$ cat src/rtl/tx_mass_gen.sv
// tx_mass_gen: 6-byte header (mode, fill, 32-bit LE length) then LEN pattern bytes on a 2^OEW-byte stream
module tx_mass_gen #(
  parameter int OEW = 2,
  parameter int PKT_EA = 12
) (
  input  logic                       clk,
  input  logic                       rstn,
  output logic                       i_tready,
  input  logic                       i_tvalid,
  input  logic [7:0]                 i_tdata,
  input  logic                       o_tready,
  output logic                       o_tvalid,
  output logic [8*(1<<OEW)-1:0]      o_tdata,
  output logic [(1<<OEW)-1:0]        o_tkeep,
  output logic                       o_tlast,
  output logic                       o_busy,
  output logic                       o_done
);
  localparam int W = 1 << OEW;
  localparam logic [31:0] PMASK = 32'((64'd1 << PKT_EA) - 64'd1);
  typedef enum logic [1:0] {IDLE, HDR, SEND, DONE} state_t;
  state_t state, state_nx;
  logic [1:0] mode;
  logic [7:0] fill;
  logic [31:0] len, k, rem, nxt;
  logic [2:0] hdr_cnt;
  logic last_beat;
  // remaining-count form keeps LEN=0xFFFFFFFF free of k+n overflow
  assign rem = len - k;
  assign nxt = k + 32'(W);
  assign last_beat = rem <= 32'(W);
  always_comb begin
    state_nx = state;
    i_tready = 1'b0;
    o_tvalid = 1'b0;
    o_tlast = 1'b0;
    o_busy = 1'b0;
    o_done = 1'b0;
    case (state)
      IDLE: begin
        i_tready = rstn;
        if (i_tvalid) state_nx = HDR;
      end
      HDR: begin
        i_tready = rstn;
        o_busy = 1'b1;
        if (i_tvalid && hdr_cnt == 3'd5) state_nx = ({i_tdata, len[31:8]} != 32'd0) ? SEND : DONE;
      end
      SEND: begin
        o_busy = 1'b1;
        o_tvalid = 1'b1;
        o_tlast = last_beat || ((nxt & PMASK) == 32'd0);
        if (o_tready && last_beat) state_nx = DONE;
      end
      default: begin
        o_done = 1'b1;
        state_nx = IDLE;
      end
    endcase
  end
  always_ff @(posedge clk) begin
    if (!rstn) begin
      state <= IDLE;
      mode <= '0;
      fill <= '0;
      len <= '0;
      k <= '0;
      hdr_cnt <= '0;
    end else begin
      state <= state_nx;
      if (i_tready && i_tvalid) begin
        hdr_cnt <= (state == IDLE) ? 3'd1 : hdr_cnt + 3'd1;
        if (state == IDLE) mode <= i_tdata[1:0];
        if (state == HDR && hdr_cnt == 3'd1) fill <= i_tdata;
        if (state == HDR && hdr_cnt >= 3'd2) len <= {i_tdata, len[31:8]};
        if (state == HDR && hdr_cnt == 3'd5) k <= '0;
      end
      if (o_tvalid && o_tready) k <= nxt;
    end
  end
  for (genvar j = 0; j < W; j++) begin : g_lane
    logic [7:0] b;
    assign b = k[7:0] + 8'(j);
    assign o_tkeep[j] = o_tvalid && (rem > 32'(j));
    assign o_tdata[8*j +: 8] = !o_tkeep[j] ? 8'd0 : (mode == 2'd1) ? fill : (mode == 2'd2) ? ~b : b;
  end
endmodule

$ cat config.mk
export PLATFORM = sky130hd
export DESIGN_NAME = tx_mass_gen
export DESIGN_NICKNAME = d
export VERILOG_FILES = /design/src/rtl/tx_mass_gen.sv
export SDC_FILE = /design/constraint.sdc
export NUM_CORES = 1
export LEC_CHECK = 0
export CAP_MARGIN = 40
export CORE_MARGIN = 2
export CORE_UTILIZATION = 40
export DETAILED_ROUTE_END_ITERATION = 12
export GPL_ROUTABILITY_DRIVEN = 0
export GPL_TIMING_DRIVEN = 0
export SLEW_MARGIN = 10
export SYNTH_ARGS = -nofsm -noshare
export SYNTH_HDL_FRONTEND = slang
export SYNTH_SLANG_ARGS = --single-unit
export TNS_END_PERCENT = 10
$ cat constraint.sdc
create_clock -name clk -period 4.6 [get_ports clk]
set_input_delay 0.46 -clock clk [delete_from_list [all_inputs] [get_ports clk]]
set_output_delay 0.46 -clock clk [all_outputs]
set_load 0.03 [all_outputs]
==> results.toml, run 1 <==
[finish]
multi_input_area_sq_um = 4480
layout-drive-gt1-share = 0.135
nets = 981
register_area_sq_um = 1560
n_fill_cell = 1639
finish.utilization = 0.488
antenna_cells = 0
syn2layout_area_growth_pct = 18.8

[placement]
hpwlAfterDp_microns = 15200
portBuffers = 51
post-place-ws_ns = -0.657

[critical_path]
r2r_end = "state[1]$_SDFFE_PN0P_"
crit_chain = "inv_1 -> ha_1 -> buf_2 -> nand2_2 -> a211oi_2 -> nor3_2 -> or3_1 -> and3_4 -> nor4_4 -> nand4_4 -> buf_4 -> o31ai_4 -> buf_4 -> inv_1 -> dlygate4sd2_1"
cp.arrival_ns = 4.06
r2r_slack_ns = 0.62
required_ns = 4.14
critPathCaptureType = "primary output"
rr_worst_depth = 14
r2r-start = "len[16]$_SDFFE_PN0P_"
worst-setup-path-type = "reg -> out"
start_kind = "register"
cp_slowest_cell = "or3_1"
worstPathMaxFanout = 9
crit_path_max_incr_delay_ns = 0.43

[timing]
finalCritPeriodShare = 0.982
worst-slew-pin-transition_ns = 0.793
fin_worst_skew_ns = 0.00822
fmax_mhz = 221
setup_slack_ns = 0.0806
finalMaxSlewViolations = 0
rsz0062_at_grt = "true"
hold_viol = 0
relSlewSlack = 0.467
tns_ns = 0
fin_crit_ns = 4.52
final-setup-viol-count = 0

[floorplan]
io_pins = 53
rows = 45
die_x_microns = 129
fp.dieH_microns = 129
dieArea_sq_um = 16800
core_area_sq_um = 15300
start_util = 0.411

[clock_tree]
htreeDepth = 3
numClockSinks = 77
clk_pin_slew_ns = 0.06
ctsRootBufferMaster = "clkbuf_16"
clock_latency_ns = 0.34
clockBufferDepth = 2
cts_tree = "built"
cts_buffers = 9

[global_route]
antenna_found_initial = 0
grt_usage = 0.227
gr-total-overflow = 0
grt_pass1_vias = 5610
grt_max_degree = 12
grt_first_pass_wirelength_microns = 29700

[synth]
synth_seq_cells = 77
async_reset_ff_frac = 0
syn-cell-area_sq_um = 6300
synth.distinct_cells = 70
avgSynthCellArea_sq_um = 7.31
yosys_warnings = 0
synth_nets = 913
yosysMostFrequentCell = "nand2_1"
synth_top_area_share = 0.245
yosys-top-cells-count = "131 x nand2_1, 83 x nor2_1, 77 x dfxtp_1"
synth_cells = 862
synthFlopType = "dfxtp_1"
synth_seq_area_share = 0.245
synth_enable_flop_cells = 0
synth_area_leaders = "dfxtp_1 24%, nand2_1 7.8%, ha_1 7.7%, nor2_1 4.9%, a21boi_0 4.5%"
synth_area_leader_cell = "dfxtp_1"

[routing]
drc = 0
drt-total-wl_microns = 18900
via_per_inst = 5.38
ant_nets = 0
drt-initial-drc-count = 352
wl_per_cell_microns = 16.5
dr.pass1.iters = 5
dr_total_vias = 6158

[power_and_ir_drop]
p_leak_nw = 3.01
power_density_nw_per_um2 = 302
total_power_w = 0.00226
vdd_drop_max_mv = 0.318

[hold_path]
hold_start = "len[2]$_SDFFE_PN0P_"
hp-class = "reg -> reg"
min_path_cells = 2
whs_endpoint = "len[2]$_SDFFE_PN0P_"

[status]
status = "complete, no violations"

[flow_run]
maxCapViolations = 0
[routing by layer]
layer,GRT usage,vias up,part of all wire
li1,-,3158,-
met1,0.322,2861,0.49
met2,0.361,116,0.45
met3,0.0343,23,0.042
met4,0.0607,0,0.018
met5,0,-,0
[kinds of logic after synthesis]
family,synth area share
adder cells (fa/ha/maj),0.0775
flip-flops,0.245
other,0.00119
AND/OR/NAND/NOR,0.295
buffers and inverters,0.0612
multiplexers,0.0465
AO/OA/AOI/OAI,0.239
XOR/XNOR,0.0348
[final cells by class]
| cell class | count | area share |
|---|---|---|
| multi-input cells | 688 | 0.599 |
| inverters | 47 | 0.0236 |
| well taps | 211 | 0.0353 |
| clock inverters | 2 | 0.00468 |
| repair buffers | 60 | 0.0698 |
| plain buffers | 47 | 0.0268 |
| flip-flops and latches | 77 | 0.208 |
| clock buffers | 12 | 0.0330 |
[sequential cells by signal, indices dropped and copies added, names as in the netlist]
signal	flops
len	32
mode	2
fill	8
state	2
hdr_cnt	3
k	30
[timing repair]
item	4_1_cts	5_1_grt
pin swaps	8	6
gates resized for setup	96	49
setup buffers	8	0
endpoints found under the setup margin	37	37
hold buffers	0	0
[power breakdown]
part           internal, W  leakage (nW)  switching (W)
Clock             0.000428         0.139       0.000261
Sequential        0.000685         0.626      0.0000202
Combinational     0.000327          2.24       0.000541
[placed cells by master (no fill, tap or decap), types with 17 or more instances in the layout]
cell	n
inv_1	46
nand2_1	130
o21ai_0	47
a21oi_1	40
nor2_1	83
dfxtp_1	69
ha_1	34
nor2b_1	24
clkbuf_2	17
clkbuf_1	33
clkdlybuf4s15_2	17
nor3_1	18
nand4_1	23
mux2i_1	27
nand3_1	19
a21boi_0	38
and3_1	17
[stage by stage]
stage                     hold slack [ns]  cells  area (sq um)
after floorplan                     0.443    862          6300
after global placement              0.461   1124          7070
after detailed placement            0.466   1125          7080
after CTS                           0.477   1144          7470
after global routing                0.487   1144          7480
final                               0.471   1144          7480
[how the worst max path moves through the flow]
stage	start	to	slack, ns	cells after the start
floorplan	k[7]$_SDFFE_PN0P_	o_tkeep[0]	0.77	13
global placement	k[6]$_SDFFE_PN0P_	o_tdata[7]	-0.60	15
detailed placement	k[6]$_SDFFE_PN0P_	o_tdata[7]	-0.66	15
CTS	k[4]$_SDFFE_PN0P_	o_tdata[3]	0.0005	13
global route	k[10]$_SDFFE_PN0P_	o_tkeep[3]	-0.14	15
finish	k[10]$_SDFFE_PN0P_	o_tkeep[3]	0.08	15
[critical path, delay by kind of cell, from the launching register on]
| family | cells | cell delay [ns] |
|---|---|---|
| simple gates | 6 | 1.42 |
| compound gates | 2 | 0.48 |
| fa+ha+maj | 1 | 0.30 |
| flops | 1 | 0.37 |
| buf+inv | 6 | 1.13 |
No activity file was read; power rests on OpenSTA's default activity.
==> run 2: changes to the inputs <==
--- a/config.mk
+++ b/config.mk
@@ -6,11 +6,13 @@
 export NUM_CORES = 1
 export LEC_CHECK = 0
 export CAP_MARGIN = 40
+export CORE_ASPECT_RATIO = 0.6
 export CORE_MARGIN = 2
-export CORE_UTILIZATION = 40
+export CORE_UTILIZATION = 50
 export DETAILED_ROUTE_END_ITERATION = 12
 export GPL_ROUTABILITY_DRIVEN = 0
 export GPL_TIMING_DRIVEN = 0
+export PLACE_DENSITY = 0.7
 export SLEW_MARGIN = 10
 export SYNTH_ARGS = -nofsm -noshare
 export SYNTH_HDL_FRONTEND = slang
==> run 2 against run 1 <==
Maximum frequency down 0.79%. Global-route usage increased by 6.8 points. Sequential share of layout area decreased by 0.065 points. First-iteration DRC count rose by 68%. Register-to-register slack better by 0.34 ns. Wire length is 6.1% higher. Power up 5.7%. Count of clock-buffer cells in the layout is 3 lower. Die area is 19% lower. Largest cell class unchanged. Critical endpoint is now o_tdata[19].
==> results.toml, run 2 (synthesis gave the netlist of run 1 again) <==
[timing]
fmax_mhz = 220
final-setup-viol-count = 0
relSlewSlack = 0.416
fin_worst_skew_ns = 0.0103
fin_crit_ns = 4.56
rsz0062_at_grt = "true"
hold_viol = 0
finalMaxSlewViolations = 0
worst-slew-pin-transition_ns = 0.867
finalCritPeriodShare = 0.990

[routing]
drt-initial-drc-count = 593
drc = 0
ant_nets = 0
dr.pass1.iters = 6
drt-total-wl_microns = 20000
dr_total_vias = 6494
wl_per_cell_microns = 18.2
via_per_inst = 5.90

[finish]
largest_register_ffs = 32
antenna_cells = 0
final_cell_mix = "130 x nand2_1, 82 x nor2_1, 67 x dfxtp_1"
finish.utilization = 0.618
nets = 982
final_common_cell = "nand2_1"
layout-drive-gt1-share = 0.156
top_regs = "len x32, k x30, fill x8"
syn2layout_area_growth_pct = 19.5
largest_register = "len"

[critical_path]
required_ns = 4.14
worst-setup-path-type = "reg -> out"
start_kind = "register"
rr_worst_depth = 14
r2r_slack_ns = 0.96
cp.arrival_ns = 4.10
critPathCaptureType = "primary output"
r2r-start = "k[6]$_SDFFE_PN0P_"
worstPathMaxFanout = 9
r2r_end = "state[0]$_SDFFE_PN0P_"

[floorplan]
io_pins = 53
start_util = 0.517
core_area_sq_um = 12200
fp.dieH_microns = 90.9
die_x_microns = 149
dieArea_sq_um = 13500
rows = 31

[status]
status = "complete, no violations"

[clock_tree]
clockBufferDepth = 2
postCtsHoldBufs = 0
htreeDepth = 3
numClockSinks = 77
clock_latency_ns = 0.34
cts_buffers = 9
cts_tree = "built"
clk_pin_slew_ns = 0.06
ctsRootBufferMaster = "clkbuf_16"

[power_and_ir_drop]
clkPwrFrac = 0.331
total_power_w = 0.00239
switching_share = 0.373
switching_power_w = 0.000890
power_frac_comb = 0.374
vdd_drop_max_mv = 0.179
seqPwrFrac = 0.295
p_leak_nw = 3.09
power_density_nw_per_um2 = 317
cellInternalPower_w = 0.00150

[hold_path]
hp-class = "reg -> reg"
whs_endpoint = "len[1]$_SDFFE_PN0P_"
hold_start = "len[1]$_SDFFE_PN0P_"
min_path_cells = 2

[global_route]
gr-total-overflow = 0
grt_first_pass_wirelength_microns = 31400
antenna_found_initial = 0
grt_max_degree = 16
grt_usage = 0.295
grt_pass1_vias = 5743

[placement]
hpwlAfterDp_microns = 15600
portBuffers = 51

[flow_run]
maxCapViolations = 0
run 2: cell count changes in the layout (fill, tap and decap cells not counted), moves of 2 or more:
cell / previous run / this run
buf_4: 7 / 4
buf_2: 13 / 20
clkdlybuf4s15_2: 17 / 4
dfxtp_1: 69 / 67
o21ai_0: 47 / 45
buf_12: 0 / 2
clkbuf_1: 33 / 31
inv_6: 0 / 2
a21oi_4: 1 / 6
clkbuf_2: 17 / 25
a21oi_1: 40 / 34
dlygate4sd2_1: 3 / 1
run 2: timing repair:
item / CTS / global route
resized for setup: 81 / 105
cloned: 0 / 1
setup endpoints to repair: 37 / 37
buffers inserted: 7 / 0
pin swaps: 8 / 10
run 2: layout make-up:
class / instances / area [sq um]
Buffer: 48 / 208
Clock buffer: 9 / 225
Clock inverter: 7 / 105
Fill cell: 1165 / 4650
Inverter: 47 / 176
Multi-Input combinational cell: 688 / 4580
Sequential cell: 77 / 1560
Tap cell: 165 / 206
Timing Repair Buffer: 60 / 460
run 2: worst max-delay path by stage:
stage | depth (start not counted) | endpoint | from | slack [ns]
floorplan | 13 | o_tkeep[0] | k[7]$_SDFFE_PN0P_ | 0.77
global placement | 15 | o_tdata[9] | k[6]$_SDFFE_PN0P_ | -0.76
detailed placement | 15 | o_tdata[7] | k[6]$_SDFFE_PN0P_ | -0.68
CTS | 15 | o_tdata[2] | k[2]$_SDFFE_PN0P_ | -0.02
global route | 15 | o_tdata[19] | k[7]$_SDFFE_PN0P_ | -0.08
finish | 16 | o_tdata[19] | k[6]$_SDFFE_PN0P_ | 0.04
run 2: per-layer routing:
layer	global-route usage	wire length (microns)
met5	0	0
met4	0.0437	209
met3	0.0879	2220
met2	0.369	7400
met1	0.484	10200
run 2: critical path, cell delays in order (launching register included):
cell and delay, ns:
dfxtp_4 0.39, inv_1 0.06, ha_1 0.27, clkbuf_4 0.19, a21oi_4 0.19, o2111ai_2 0.17, a221oi_2 0.33, nor4bb_4 0.26
nand4_1 0.21, nor4_1 0.26, and4_2 0.33, nand4_4 0.12, buf_12 0.18, o41ai_4 0.21, buf_6 0.17, nor2_1 0.04
clkdlybuf4s15_1 0.36
run 2: metrics by stage:
step	instances	cell area (sq um)	hold WS, ns	setup WS, ns	TNS, ns
3_5_place_dp	1079	7020	0.471	-0.679	-21.76
3_3_place_gp	1078	7020	0.462	-0.759	-24.49
5_1_grt	1101	7530	0.512	-0.0837	-0.480
4_1_cts	1100	7480	0.481	-0.0217	-0.0936
6_report	1101	7530	0.474	0.0444	0
2_1_floorplan	862	6300	0.443	0.774	0
run 2: power groups by stage:
stage	combinational (W)	sequential [W]	clock (W)
after floorplan	0.000583	0.000713	0
after global placement	0.000840	0.000720	0
after detailed placement	0.000850	0.000720	0
after CTS	0.000868	0.000705	0.000796
after global routing	0.000957	0.000707	0.000836
final	0.000893	0.000704	0.000791
==> run 3: changes to the inputs <==
--- a/config.mk
+++ b/config.mk
@@ -7,7 +7,6 @@
 export LEC_CHECK = 0
 export CAP_MARGIN = 40
 export CORE_ASPECT_RATIO = 0.6
-export CORE_MARGIN = 2
 export CORE_UTILIZATION = 50
 export DETAILED_ROUTE_END_ITERATION = 12
 export GPL_ROUTABILITY_DRIVEN = 0
==> run 3 against run 2 <==
Power rose by 4.2%. Largest power group unchanged. Combinational power is 1% higher. Maximum frequency shrank 0.53%. Die area decreased by 3.5%.
==> results.toml, run 3 (synthesis gave the netlist of run 1 again) <==
[routing]
via_per_inst = 5.90
routed.top_layer = "met4"
drt-initial-drc-count = 679
drt-total-wl_microns = 20100
drc = 0
route.met2.wl_microns = 7620
dr.pass1.iters = 5
met1Wirelength_microns = 10100
dr_total_vias = 6494
dr_wl_met3_microns = 2170
ant_nets = 0
wl_per_cell_microns = 18.3

[clock_tree]
clk_pin_slew_ns = 0.06
postCtsHoldBufs = 0
cts_buffers = 9
clock_latency_ns = 0.34
cts_tree = "built"
htreeDepth = 3
clockBufferDepth = 2
numClockSinks = 77
ctsRootBufferMaster = "clkbuf_16"

[timing]
fin_worst_skew_ns = 0.00887
hold_viol = 0
final-setup-viol-count = 0
finalCritPeriodShare = 0.996
rsz0062_at_grt = "true"
fin_crit_ns = 4.58
worst-slew-pin-transition_ns = 0.807
setup_slack_ns = 0.0203
fmax_mhz = 218
tns_ns = 0
finalMaxSlewViolations = 0
relSlewSlack = 0.457

[global_route]
grt_usage = 0.310
gr-total-overflow = 0
grt_pass1_vias = 5573
antenna_found_initial = 0
grt_first_pass_wirelength_microns = 31000
grt_max_degree = 15

[critical_path]
r2r-start = "k[7]$_SDFFE_PN0P_"
crit_family = "compound AO/OA/AOI/OAI gates"
required_ns = 4.14
start_kind = "register"
worstPathMaxFanout = 10
r2r_slack_ns = 1.01
rr_worst_depth = 13
crit_chain = "inv_1 -> ha_1 -> clkbuf_4 -> a21o_1 -> o31a_2 -> a32oi_2 -> nand4_1 -> nor4_2 -> and4_4 -> nand4_4 -> buf_12 -> o41ai_4 -> buf_6 -> inv_1 -> dlygate4sd2_1"
crit_path_max_incr_delay_ns = 0.43
worst-setup-path-type = "reg -> out"
cp.arrival_ns = 4.12
worst_path_most_repeated_cell = "inv_1"
cp_slowest_cell = "o31a_2"
critPathCaptureType = "primary output"
r2r_end = "state[1]$_SDFFE_PN0P_"
cp_num_buf_inv = 6

[power_and_ir_drop]
power_density_nw_per_um2 = 326
p_leak_nw = 3.12
vdd_drop_max_mv = 0.187
total_power_w = 0.00249

[placement]
dpl_cell_area_sq_um = 7020
portBuffers = 51
hpwlAfterDp_microns = 15600
post-place-ws_ns = -0.687

[finish]
largest_register_ffs = 32
antenna_cells = 0
largest_register = "len"
top_regs = "len x32, k x30, fill x8"
syn2layout_area_growth_pct = 21.4
final_common_cell = "nand2_1"
nets = 982
final_cell_mix = "130 x nand2_1, 81 x nor2_1, 67 x dfxtp_1"
finish.instance_area_sq_um = 7650
layout-drive-gt1-share = 0.151

[floorplan]
fp.dieH_microns = 88.9
dieArea_sq_um = 13100
die_x_microns = 147
rows = 31
core_area_sq_um = 12200
io_pins = 53
start_util = 0.517

[hold_path]
hp-class = "reg -> reg"
whs_endpoint = "len[6]$_SDFFE_PN0P_"
hold_start = "len[6]$_SDFFE_PN0P_"
min_path_cells = 2

[flow_run]
maxCapViolations = 0

[status]
status = "complete, no violations"
==> run 3: cell count changes in the layout (fill, tap and decap cells not counted), sizes merged <==
cell           before  now
buf                30   24
clkbuf             67   59
bufinv              2    4
inv                50   48
dlygate4sd2         1    6
clkinvlp            1    0
clkinv              1    2
clkdlybuf4s15       5   14
==> run 3: worst max-delay path by stage <==
| stage | startpoint | slack, ns | to | depth (start not counted) |
|---|---|---|---|---|
| 5_1_grt | k[11]$_SDFFE_PN0P_ | -0.08 | o_tkeep[1] | 16 |
| 3_3_place_gp | k[6]$_SDFFE_PN0P_ | -0.73 | o_tdata[16] | 15 |
| 3_5_place_dp | k[6]$_SDFFE_PN0P_ | -0.69 | o_tdata[7] | 15 |
| 4_1_cts | k[6]$_SDFFE_PN0P_ | -0.02 | o_tdata[13] | 16 |
| 6_report | k[7]$_SDFFE_PN0P_ | 0.02 | o_tkeep[1] | 15 |
| 2_1_floorplan | k[7]$_SDFFE_PN0P_ | 0.77 | o_tkeep[0] | 13 |
==> run 3: per-layer routing <==
layer  global-route usage  up-vias
met5                    0        -
met4               0.0515        0
met3               0.0832       17
met2                0.408      278
met1                0.490     3025
li1                     -     3174
==> run 3: timing repair <==
item,CTS,global route
resized for setup,95,68
buffers inserted,7,1
setup endpoints to repair,37,37
gates cloned,0,0
pin swaps,7,9
==> run 3: metrics by stage <==
stage	util	hold slack (ns)	cells
4_1_cts	0.618	0.478	1100
5_1_grt	0.628	0.509	1101
6_report	0.628	0.480	1101
2_1_floorplan	-	0.443	862
3_5_place_dp	0.577	0.464	1079
3_3_place_gp	0.576	0.454	1078
==> run 3: cell type report <==
class / instances / area (sq um)
Fill cell: 1122 / 4530
Inverter: 47 / 176
Tap cell: 165 / 206
Multi-Input combinational cell: 688 / 4590
Sequential cell: 77 / 1560
Timing Repair Buffer: 60 / 539
Clock buffer: 9 / 225
Buffer: 48 / 205
Clock inverter: 7 / 146
==> run 3: report_power, final <==
part / total (W) / internal [W] / switching (W)
Combinational: 0.000902 / 0.000338 / 0.000564
Sequential: 0.000705 / 0.000684 / 0.0000208
Clock: 0.000882 / 0.000589 / 0.000294
Total: 0.00249 / 0.00161 / 0.000879
==> run 3: worst register-to-register path: stages, from the launching register on <==
cell      delay (ns)
dfxtp_4         0.39
inv_1           0.08
ha_1            0.29
clkbuf_4        0.20
a21o_1          0.23
o31a_2          0.43
a32oi_2         0.27
nand4_1         0.19
nor4_2          0.31
and4_4          0.29
nand4_4         0.08
buf_12          0.18
o31ai_2         0.37
mux2i_1         0.23
